$ cat config.mk
export PLATFORM = sky130hd
export DESIGN_NAME = inst_fetch_responder
export DESIGN_NICKNAME = d
export VERILOG_FILES = /design/src/rtl/inst_fetch_responder_pkg.sv /design/src/rtl/inst_fetch_responder_hold_reg.sv /design/src/rtl/inst_fetch_responder.sv
export SDC_FILE = /design/constraint.sdc
export NUM_CORES = 1
export LEC_CHECK = 0
export ABC_AREA = 1
export CAP_MARGIN = 10
export CORE_ASPECT_RATIO = 1.75
export CORE_MARGIN = 2
export CORE_UTILIZATION = 57
export CTS_CLUSTER_DIAMETER = 30
export DETAILED_ROUTE_END_ITERATION = 10
export PLACE_DENSITY_LB_ADDON = 0.05
export SLEW_MARGIN = 15
export SYNTH_ARGS = -nofsm -noshare
export SYNTH_HDL_FRONTEND = slang
export SYNTH_SLANG_ARGS = --single-unit
$ cat constraint.sdc
create_clock -name clk -period 3.77 [get_ports clk]
set_input_delay 0.9425 -clock clk [delete_from_list [all_inputs] [get_ports clk]]
set_output_delay 0.9425 -clock clk [all_outputs]
set_load 0.1 [all_outputs]
$ cat src/rtl/inst_fetch_responder_pkg.sv
// Shared types and constants for the instruction-fetch responder.
package inst_fetch_responder_pkg;

    localparam int unsigned InstAddrW = 32;
    localparam int unsigned InstW     = 32;
    localparam int unsigned ByteW     = 8;
    localparam int unsigned WordBytes = 4;
    localparam int unsigned CntW      = 3;   // wide enough to reach WordBytes

    typedef logic [InstAddrW-1:0] inst_addr_bus_t;
    typedef logic [InstW-1:0]     inst_bus_t;

    typedef enum logic {
        FETCH_IDLE = 1'b0,
        FETCH_RUN  = 1'b1
    } fetch_state_e;

    localparam logic      True_v   = 1'b1;
    localparam logic      False_v  = 1'b0;
    localparam inst_bus_t ZeroWord = '0;

    // Payload written into the hold register when a fetch completes.
    typedef struct packed {
        logic           valid;
        inst_addr_bus_t tag;
        inst_bus_t      data;
    } hold_wr_t;

    // True when two byte addresses fall in the same aligned 32-bit word.
    function automatic logic same_word(input inst_addr_bus_t a, input inst_addr_bus_t b);
        return a[InstAddrW-1:2] == b[InstAddrW-1:2];
    endfunction

endpackage

$ cat src/rtl/inst_fetch_responder_hold_reg.sv
// One-word tagged hold register: hit compare, store-invalidate and a
// completion write port. The data register drives the fetch result directly.
module inst_hold_reg
    import inst_fetch_responder_pkg::*;
(
    input  logic                 clk,
    input  logic                 rst_n,
    input  logic [InstAddrW-1:0] lookup_addr_i,
    output logic                 hit_c_o,
    input  logic                 inv_valid_i,
    input  logic [InstAddrW-1:0] inv_addr_i,
    input  logic                 wr_en_i,
    input  hold_wr_t             wr_i,
    output logic [InstW-1:0]     data_o
);

    inst_addr_bus_t tag_q;
    logic           valid_q;
    inst_bus_t      data_q;
    logic           inv_match_c;

    always_comb begin
        hit_c_o     = valid_q & (lookup_addr_i == tag_q);
        inv_match_c = inv_valid_i & same_word(inv_addr_i, tag_q);
    end

    // A completion overrides any stale-tag invalidate; the writer already
    // folds invalidates against the new tag into wr_i.valid.
    always_ff @(posedge clk or negedge rst_n) begin
        if (!rst_n) begin
            tag_q   <= '0;
            valid_q <= False_v;
            data_q  <= ZeroWord;
        end else if (wr_en_i) begin
            tag_q   <= wr_i.tag;
            valid_q <= wr_i.valid;
            data_q  <= wr_i.data;
        end else if (inv_match_c) begin
            valid_q <= False_v;
        end
    end

    assign data_o = data_q;

endmodule

$ cat src/rtl/inst_fetch_responder.sv
// Instruction-fetch responder: assembles a little-endian word from four
// byte reads of a synchronous program RAM, fronted by a one-word hold register.
module inst_fetch_responder
    import inst_fetch_responder_pkg::*;
#(
    parameter int unsigned ADDR_W = 17,
    parameter int unsigned RD_LAT = 1
) (
    input  logic                 clk,
    input  logic                 rst_n,
    input  logic                 rdy,
    input  logic                 ram_inst_re,
    input  logic [InstAddrW-1:0] ram_inst_addr,
    output logic                 ram_inst_busy,
    output logic [InstW-1:0]     ram_inst,
    input  logic [ByteW-1:0]     mem_din,
    output logic [ADDR_W-1:0]    mem_a,
    output logic                 mem_wr,
    input  logic                 bus_hold,
    output logic                 bus_busy,
    input  logic                 inv_valid,
    input  logic [InstAddrW-1:0] inv_addr
);

    typedef logic [ADDR_W-1:0] ram_addr_bus_t;

    fetch_state_e    state_q;
    inst_addr_bus_t  addr_q;
    logic [CntW-1:0] issue_cnt_q;
    logic [1:0]      cap_cnt_q;
    logic [RD_LAT-1:0] iss_pipe_q;
    logic [RD_LAT-1:0] iss_pipe_d;
    inst_bus_t       word_q;
    logic            inv_pend_q;

    logic           hit_c;
    logic           miss_c;
    logic           accept_c;
    logic           abort_c;
    logic           issue_c;
    logic           capture_c;
    logic           done_c;
    logic           inv_fetch_c;
    inst_addr_bus_t fetch_addr_c;
    inst_bus_t      word_ins_c;
    hold_wr_t       hold_wr_c;

    inst_hold_reg u_hold (
        .clk           (clk),
        .rst_n         (rst_n),
        .lookup_addr_i (ram_inst_addr),
        .hit_c_o       (hit_c),
        .inv_valid_i   (inv_valid),
        .inv_addr_i    (inv_addr),
        .wr_en_i       (done_c),
        .wr_i          (hold_wr_c),
        .data_o        (ram_inst)
    );

    // Request decode, byte-issue/capture strobes and word assembly.
    always_comb begin
        miss_c       = ram_inst_re & ~hit_c;
        accept_c     = (state_q == FETCH_IDLE) & miss_c & rdy & ~bus_hold;
        abort_c      = (state_q == FETCH_RUN) & ~rdy;
        issue_c      = accept_c
                     | ((state_q == FETCH_RUN) & rdy & (issue_cnt_q < CntW'(WordBytes)));
        capture_c    = (state_q == FETCH_RUN) & rdy & iss_pipe_q[RD_LAT-1];
        done_c       = capture_c & (cap_cnt_q == 2'd3);
        fetch_addr_c = (state_q == FETCH_IDLE) ? ram_inst_addr : addr_q;
        inv_fetch_c  = inv_valid & same_word(inv_addr, fetch_addr_c);

        word_ins_c = word_q;
        word_ins_c[{cap_cnt_q, 3'b000} +: ByteW] = mem_din;

        // A store to the word being fetched, now or earlier, wins over the fill.
        hold_wr_c.valid = ~(inv_pend_q | inv_fetch_c);
        hold_wr_c.tag   = addr_q;
        hold_wr_c.data  = word_ins_c;

        iss_pipe_d    = '0;
        iss_pipe_d[0] = issue_c;
        for (int i = 1; i < int'(RD_LAT); i++) begin
            iss_pipe_d[i] = iss_pipe_q[i-1];
        end
        if (abort_c) begin
            iss_pipe_d = '0;
        end
    end

    // Outputs seen by the fetch stage and the RAM in the request cycle.
    always_comb begin
        ram_inst_busy = (state_q != FETCH_IDLE) | (miss_c & rst_n);
        bus_busy      = (state_q != FETCH_IDLE);
        mem_wr        = False_v;
        if (!rst_n) begin
            mem_a = '0;
        end else if (state_q == FETCH_IDLE) begin
            mem_a = ram_inst_addr[ADDR_W-1:0];
        end else begin
            mem_a = ram_addr_bus_t'(addr_q[ADDR_W-1:0] + ADDR_W'(issue_cnt_q));
        end
    end

    always_ff @(posedge clk or negedge rst_n) begin
        if (!rst_n) begin
            state_q     <= FETCH_IDLE;
            addr_q      <= '0;
            issue_cnt_q <= '0;
            cap_cnt_q   <= '0;
            iss_pipe_q  <= '0;
            word_q      <= ZeroWord;
            inv_pend_q  <= False_v;
        end else begin
            iss_pipe_q <= iss_pipe_d;
            case (state_q)
                FETCH_IDLE: begin
                    if (accept_c) begin
                        state_q     <= FETCH_RUN;
                        addr_q      <= ram_inst_addr;
                        issue_cnt_q <= CntW'(1);
                        cap_cnt_q   <= '0;
                        word_q      <= ZeroWord;
                        inv_pend_q  <= inv_fetch_c;
                    end
                end
                FETCH_RUN: begin
                    if (abort_c) begin
                        state_q     <= FETCH_IDLE;
                        issue_cnt_q <= '0;
                        cap_cnt_q   <= '0;
                        word_q      <= ZeroWord;
                        inv_pend_q  <= False_v;
                    end else if (done_c) begin
                        state_q     <= FETCH_IDLE;
                        issue_cnt_q <= '0;
                        cap_cnt_q   <= '0;
                        inv_pend_q  <= False_v;
                    end else begin
                        if (issue_cnt_q < CntW'(WordBytes)) begin
                            issue_cnt_q <= issue_cnt_q + CntW'(1);
                        end
                        if (capture_c) begin
                            word_q    <= word_ins_c;
                            cap_cnt_q <= cap_cnt_q + 2'd1;
                        end
                        if (inv_fetch_c) begin
                            inv_pend_q <= True_v;
                        end
                    end
                end
                default: state_q <= FETCH_IDLE;
            endcase
        end
    end

endmodule
==> results.cfg <==
[final_layout]
fin_cells = 1502
drive_above_1_share = 0.0983
final_common_cell = nand2_1
area_delta_synth_final_pct = 27.3
num_antenna_cells = 0
final_cell_mix = 506 x nand2_1, 142 x inv_1, 132 x dfrtp_1
final_nets = 1397

[synth]
synth.largest_area_cell = dfrtp_1
synth_seq_area_share = 0.402
syn_nets = 1281
yosysTopAreaCellShare = 0.402
syn_area_per_cell_um2 = 6.89
synthCells = 1193
synth.distinct_cells = 39
synth-warning-count = 0
synth.area.top_cells = dfrtp_1 40%, nand2_1 23%, inv_1 6.5%, o21ai_0 4.6%, nand3_1 2.8%
syn-cell-area_mm2 = 0.00821
ys_ff_latch = 132

[timing]
min_period_ns = 3.60
hold_viol = 0
rsz0062_at_grt = false
slew_viol_final = 0
maxSlewHeadroom = 0.337
clock_skew_ns = 0.00994
hold-worst-slack_ns = 0.374
finalCritPeriodShare = 0.955
max_freq_ghz = 0.278
finalSetupViolCount = 0
worstMarginPinSlew_ns = 0.991

[clock_network]
clk_pin_slew_ns = 0.06
cts_tree = built
cts_buffers = 17
clkSinkCount = 132
clockRootBuffer = clkbuf_16
clock_latency_ns = 0.42
cts.path.max_buffers = 2
htreeDepth = 4

[floorplanning]
io_pins = 130
start_util = 0.577
die_height_um = 163
rows = 58
core_mm2 = 0.0142
die-width_um = 94.7
dieArea_mm2 = 0.0154

[placed_design]
dpl.hpwl_um = 19000
dp.cells = 1468
place_congestion = 1.09
numPortBuffers = 126

[routing]
totalWireLength_um = 25500
vias_per_cell = 5.49
ant_nets = 0
wire_per_inst_um = 17.0
drc = 0
drtIter0Drc = 649
drtPass1Iterations = 5
routed-via-count = 8243

[critical_path]
end_kind = output port
crit_required_ns = 2.83
arrival_ns = 2.66
critPathLaunchType = flip-flop
critPathMaxFanout = 5
crit_type = reg2out

[power]
total_power_uw = 4200
ir_drop_uv = 279
p_leak_uw = 0.00508
p_per_area_mw_per_mm2 = 402

[run]
cap_violations = 0

[global_routing]
grt-ovfl-total = 0
grt_use_total = 0.342
grt_pass1_vias = 8076
antenna_found_initial = 0
grt_max_degree = 63
grt_pass1_wl_um = 40300

[worst_hold_path]
hold_class = in2async

[status]
status = completed
## critical path, stage by stage (launching register included)
cell	delay (ns)
dfrtp_1	0.42
ha_1	0.37
nand3_1	0.11
nand3_2	0.13
nand2_1	0.08
nor2_2	0.13
inv_1	0.07
nor2_1	0.14
buf_4	0.16
nand2_1	0.05
nand3_1	0.07
nand2_1	0.08
a31oi_4	0.23
buf_12	0.21
## sequential cells by signal (all words and copies together), names as in the netlist
name,cells
u_hold.valid_q,1
bus_busy,1
inv_pend_q,1
word_q,27
u_hold.data_o,32
addr_q,32
u_hold.tag_q,32
issue_cnt_q,3
cap_cnt_q,2
iss_pipe_q,1
## routing by layer
layer / global-route usage / wire [um] / vias to the layer above
met5: 0 / 0 / -
met4: 0.229 / 1910 / 0
met3: 0.0495 / 1350 / 103
met2: 0.600 / 13200 / 349
met1: 0.374 / 9080 / 3792
li1: - / - / 3999
## stage by stage
step                      worst slack [ns]   util  TNS [ns]  area, um2
after floorplan                     -0.329      -    -0.392       8310
after global placement               0.159  0.690         0       9810
after detailed placement             0.169  0.690         0       9810
after CTS                           0.0273  0.732         0      10400
after global routing                0.0250  0.735         0      10500
final                                0.168  0.735         0      10500
## report_power, final
group          total [uW]  internal [uW]  switching [uW]  leakage [uW]
Combinational         905            311             594       0.00313
Clock                1710            998             709      0.000280
Sequential           1590           1500            90.8       0.00167
## final cells by class
class | instances | area, um2
Clock inverter | 14 | 168
Multi-Input combinational cell | 866 | 4200
Tap cell | 180 | 225
Inverter | 148 | 556
Fill cell | 1197 | 3770
Timing Repair Buffer | 144 | 1580
Sequential cell | 132 | 3300
Clock buffer | 18 | 429
## cells by family (layout without fill, tap and decap cells)
kind of cell	count (synthesis)	in the layout	synth area share
flip-flops	132	132	0.402
XOR/XNOR	24	24	0.0256
AND/OR/NAND/NOR	659	659	0.326
other	1	1	0.000457
AO/OA/AOI/OAI	172	172	0.126
adder cells (fa/ha/maj)	10	10	0.0161
buffers and inverters	195	324	0.103
## cells in the mapped netlist (all sizes together)
cell,count
o2111ai,5
o21ai,109
nor2,61
nor4,3
clkinv,2
buf,33
a211oi,3
nor3,12
o22ai,26
xor2,11
a311oi,1
dfrtp,132
a22oi,1
fa,1
xnor2,13
and2,1
clkbuf,14
a31oi,3
ha,9
nor3b,1
nand3b,4
nand3,47
o32ai,5
conb,1
nand4,21
a21oi,19
inv,146
nand2,509
## worst paths after layout
path	startpoint	to	slack, ns	cells past startpoint
setup / recovery	addr_q[2]	mem_a[9]	0.17	13
min in group clk	u_hold.data_o[2]	u_hold.data_o[2]	0.48	2
hold / removal	rst_n	addr_q[19]	0.37	1
hold reg to reg	u_hold.data_o[2]	u_hold.data_o[2]	0.48	2
setup reg to reg	bus_busy	u_hold.valid_q	1.20	12
max in group asynchronous	rst_n	addr_q[6]	2.33	2
## timing repair
| action | in CTS | in global routing |
|---|---|---|
| endpoints found under the setup margin | 0 | 7 |
| resized for setup | 0 | 10 |
| hold buffers | 0 | 0 |
| setup buffers | 0 | 2 |
No activity file was read; power rests on OpenSTA's default activity.
==> patch 1 (same settings) <==
Reset style: synchronous (`rst_n`), changed in 2 clocked blocks.
--- a/src/rtl/inst_fetch_responder_hold_reg.sv
+++ b/src/rtl/inst_fetch_responder_hold_reg.sv
@@ -26,7 +26,7 @@
 
     // A completion overrides any stale-tag invalidate; the writer already
     // folds invalidates against the new tag into wr_i.valid.
-    always_ff @(posedge clk or negedge rst_n) begin
+    always_ff @(posedge clk) begin
         if (!rst_n) begin
             tag_q   <= '0;
             valid_q <= False_v;
--- a/src/rtl/inst_fetch_responder.sv
+++ b/src/rtl/inst_fetch_responder.sv
@@ -101,7 +101,7 @@
         end
     end
 
-    always_ff @(posedge clk or negedge rst_n) begin
+    always_ff @(posedge clk) begin
         if (!rst_n) begin
             state_q     <= FETCH_IDLE;
             addr_q      <= '0;
Behaviour: differs if rst_n is asserted again (counterexample within 4 cycles, from zero or initial values and one cycle with rst_n low); with rst_n held inactive, the same outputs for 4 cycles.
==> patch 1 against the original RTL <==
- non-clock buffer count decreased by 4
- highest routed layer unchanged
- synthesized cell count increased by 12%
- sequential cell count increased by 5
- largest power group unchanged
- critical path type unchanged
- wire length increased by 3.6%
- worst setup slack got worse by 57 ps
- clock skew increased by 4.1 ps
- area after synthesis increased by 1.1%
- design area decreased by 0.60%
- power decreased by 8.0%
==> patch 1: results (changes against the original RTL) <==
Global route
  – GR Util met3: 0.0540 (+0.00445)
  – Vias in the first global route: 8578 (+6.2%)
  – Met2 usage: 0.630 (+0.0300)

Worst setup path
  – R2R Path End: u_hold.data_o[20]
  – Critical Path End: mem_a[16]
  – R2R cell count: 8 (-4)
  – Reg2reg start: cap_cnt_q[0]

Power
  – Sequential fraction of design power: 0.395 (+0.017)
  – Worst IR Drop VDD: 295 µV (+6.0%)
  – Comb power: 0.716 mW (-21%)
  – Sw power: 1.24 mW (-11%)

Drt
  – M1 wire length: 9.37 mm (+3.2%)
  – DR vias: 8979 (+8.9%)
  – DR WL/cell: 16.3 µm (-3.7%)
  – Met3 wire length: 1.28 mm (-5.1%)
  – Met2 routed WL: 13.9 mm (+5.6%)

STA
  – Slew margin rel.: 0.295 (-0.0426)
  – Clk_skew: 14.1 ps (+4.14 ps)

Layout
  – Filler cell count: 1260 (+5.3%)
  – Multi-input combinational area share: 0.438 (+0.0359)
  – Clock network area share: 0.0533 (-0.00375)
  – Multi-input gates: 922 (+6.5%)
  – Num sequential: 137 (+3.8%)

Synth
  – Syn Nets: 1423 (+11%)
  – Mean Syn Cell Area: 6.22 µm² (-9.7%)
  – Synth Area in XOR/XNOR: 0.0317 (+0.00606)
  – Top cells by area, synth: dfxtp_1 33%, nand2_1 13%, inv_1 9.0%
  – Post-synthesis compound-gate area fraction: 0.205 (+0.0792)
  – Seq/Total Area, Yosys: 0.330 (-0.0717)

Place
  – Gpl congestion: 0.988 (-9.4%)

Status
  – Outcome: complete, no violations
## patch 1: cell types whose count changed after synthesis, moves of 22 or more
cell,unedited run,this run
dfxtp_1,0,137
nor2_1,60,154
o21ai_2,23,1
a21oi_1,19,116
o21ai_0,76,128
clkbuf_1,14,44
nand2_1,507,290
inv_1,142,199
dfrtp_1,132,0
nand3_1,46,80
## patch 1: critical path, stage by stage (launching register included)
cell and delay, ps:
dfxtp_1 360, ha_2 200, fa_1 210, nand2_1 90
nand2_2 100, nand3_2 130, nor2_4 120, nand3_2 120
nor2_4 190, nand3_1 130, nand3b_1 220, a31oi_4 200
buf_12 210
## patch 1: stage by stage
stage	total power, mW	area, µm²	util	setup WS, ps
2_1_floorplan	2.00	8340	-	-296
3_3_place_gp	2.25	9780	0.684	205
3_5_place_dp	2.26	9780	0.684	180
4_1_cts	3.86	10400	0.724	22.8
5_1_grt	4.00	10400	0.727	-34.4
6_report	3.87	10400	0.727	111
==> patch 2 (config.mk and constraints unchanged) <==
Without the edit above. Set the package constant `ByteW` to 16 (it was 8).
--- a/src/rtl/inst_fetch_responder_pkg.sv
+++ b/src/rtl/inst_fetch_responder_pkg.sv
@@ -3,7 +3,7 @@
 
     localparam int unsigned InstAddrW = 32;
     localparam int unsigned InstW     = 32;
-    localparam int unsigned ByteW     = 8;
+    localparam int unsigned ByteW     = 16;
     localparam int unsigned WordBytes = 4;
     localparam int unsigned CntW      = 3;   // wide enough to reach WordBytes
 
Interface: changed (resized mem_din); port bits go from 130 to 138. No check against the original RTL was run, so the function may have changed too.
==> patch 2 against the original RTL <==
- combinational power grew 10%
- design area is 2.2% higher
- largest cell class unchanged
- via count up 3.3%
- die area up 2.2%
- non-clock buffer count is 10 higher
- clock power shrank 8%
- highest routed layer unchanged
- cell count increased by 0.33%
- worst setup slack lost 23 ps
- area after synthesis increased by 2.2%
- power rose by 0.48%
- sequential cell count up 5
- core utilization grew 0.82 points
- wire length is 2.7% higher
==> patch 2: results (changes against the original RTL) <==
Place
  – Final HPWL DP: 19.1 mm (+0.82%)
  – Placed Cells: 1475 (+0.48%)
  – Gpl congestion: 0.950 (-13%)
  – Port bufs: 134 (+6.3%)

Layout
  – Layout cells sized above 1: 0.101 (+0.00264)
  – N_diodes: 0 (unchanged)
  – Final nets: 1411 (+1.0%)

Worst setup path
  – Slowest stage cell on the critical path: clkdlybuf4s50_1
  – Crit-path max FO: 3 (-2)
  – Top delay family on crit path: simple AND/OR/NAND/NOR gates
  – CP peak stage delay: 520 ps (+100 ps)
  – Arr. time, crit path: 2680 ps (+20 ps)

Drt
  – DR WL/cell: 17.4 µm (+2.3%)
  – First-pass DRT Iterations: 7 (+2)
  – Number of remaining DRC errors: 0 (unchanged)
  – DR vias: 8514 (+3.3%)
  – Iter 0 DRT Violations: 558 (-14%)
  – WL final: 26.2 mm (+2.7%)

Power
  – Lkg Pwr: 4.95 nW (-2.5%)
  – Worst IR Drop VDD: 274 µV (-1.5%)

Status
  – Outcome: complete, no violations

Synth
  – Synthesis Warnings: 0 (unchanged)
  – Synth Cell Area: 8400 µm² (+2.2%)
  – Mean Syn Cell Area: 7.05 µm² (+2.3%)
  – Synth top cells by count: 435 x nand2_1, 142 x o21ai_0, 137 x dfrtp_1
  – Top cells by area, synth: dfrtp_1 41%, nand2_1 19%, o21ai_0 8.5%
  – Synth Flop Type: dfrtp_1
  – Syn Nets: 1288 (+0.55%)
  – Seq/Total Area, Yosys: 0.408 (+0.00609)
  – Async set-reset flop share out of synthesis: 1.00 (unchanged)
  – Post-synth cell types: 42 (+7.7%)

Clock network
  – Clock transition at the registers of the reported paths: 70 ps
  – CTS Buffer Depth: 2 (unchanged)
  – Num CTS Buffers: 17 (unchanged)
  – H-tree depth: 4 (unchanged)
  – Worst skew pair latency: 430 ps
  – Root Buffer: clkbuf_16

Global route
  – Vias in the first global route: 8189 (+1.4%)
  – Antenna violations before repair: 0 (unchanged)
  – Largest net degree at the start of global routing: 73 (+16%)
  – GR Util met3: 0.0447 (-0.00481)
  – Met2 usage: 0.606 (+0.00655)
  – GR Util All Layers: 0.339 (-0.00363)
  – Global-route wire length before repair: 40.4 mm (+0.34%)
  – M1 GR Usage: 0.368 (-0.00534)

STA
  – Final Setup Violations: 0 (unchanged)
  – Final hold violations: 0 (unchanged)
  – Clk_skew: 13.9 ps (+3.93 ps)
  – Slew margin rel.: 0.329 (-0.00826)

Hold path
  – Hold crit path type: in2async
## patch 2: changes by cell type after synthesis, moves of 7 or more
| cell | delta |
|---|---|
| nand2_1 | -72 |
| o21ai_0 | +66 |
| or2_2 | +27 |
| o21ai_2 | -22 |
| inv_1 | -16 |
| o221ai_1 | +16 |
| o22ai_1 | -14 |
| o21ai_1 | +11 |
| a32o_1 | +7 |
| clkbuf_1 | +7 |
| nor2_1 | -7 |
## patch 2: what timing repair did
item	CTS	global route
endpoints found under the setup margin	1	3
pin swaps	0	1
gates resized for setup	1	10
setup buffers	0	1
## patch 2: worst register-to-register path, delay by kind of cell, from the launching register on
| kind | cells | cell delay [ps] |
|---|---|---|
| AO/OA/AOI/OAI | 3 | 690 |
| flip-flops | 1 | 400 |
| buffers and inverters | 3 | 610 |
| AND/OR/NAND/NOR | 2 | 600 |
| adder cells (fa/ha/maj) | 1 | 550 |
## patch 2: cell type report
class | instances | area [µm²]
repair buffers | 154 | 1710
fillers | 1110 | 3690
clock buffers | 17 | 425
multi-input cells | 872 | 4280
inverters | 133 | 499
clock inverters | 14 | 113
well taps | 180 | 225
flip-flops and latches | 137 | 3430
## patch 2: stage by stage
| stage | power, mW | cell area [µm²] | util | setup TNS, ps | setup WS [ps] |
|---|---|---|---|---|---|
| floorplan | 2.27 | 8470 | - | -109 | -41.0 |
| global placement | 2.63 | 10100 | 0.703 | 0 | 186 |
| detailed placement | 2.64 | 10100 | 0.703 | 0 | 167 |
| CTS | 4.21 | 10600 | 0.741 | 0 | 46.5 |
| global route | 4.39 | 10700 | 0.743 | 0 | 15.1 |
| finish | 4.22 | 10700 | 0.743 | 0 | 145 |
## patch 2: cells by family (layout without fill, tap and decap cells)
kind of cell,after synthesis,after routing,share of synthesized area
adder cells (fa/ha/maj),10,10,0.0158
flip-flops,137,137,0.408
AO/OA/AOI/OAI,234,234,0.159
other,1,1,0.000447
XOR/XNOR,18,18,0.0188
AND/OR/NAND/NOR,609,609,0.303
buffers and inverters,183,318,0.0952
## patch 2: power breakdown
part / internal, mW / switching (mW)
registers: 1.56 / 0.0897
logic: 0.347 / 0.650
clock network: 0.853 / 0.722
total: 2.76 / 1.46
## patch 2: layer usage
metal	wire, µm	share of wire	vias to the layer above
met5	0	0	-
met4	1710	0.065	0
met3	1450	0.055	116
met2	13600	0.52	369
met1	9440	0.36	3921
li1	-	-	4108
## patch 2: final timing paths
check	start	to	depth (start not counted)	slack (ps)
max	ram_inst_addr[16]	ram_inst_busy	11	140
min	rst_n	u_hold.tag_q[8]	1	380
max reg2reg	cap_cnt_q[1]	word_q[13]	9	850
min reg2reg	u_hold.data_o[17]	u_hold.data_o[17]	2	480
max in group asynchronous	rst_n	u_hold.tag_q[26]	2	2190
min in group clk	u_hold.data_o[17]	u_hold.data_o[17]	2	480
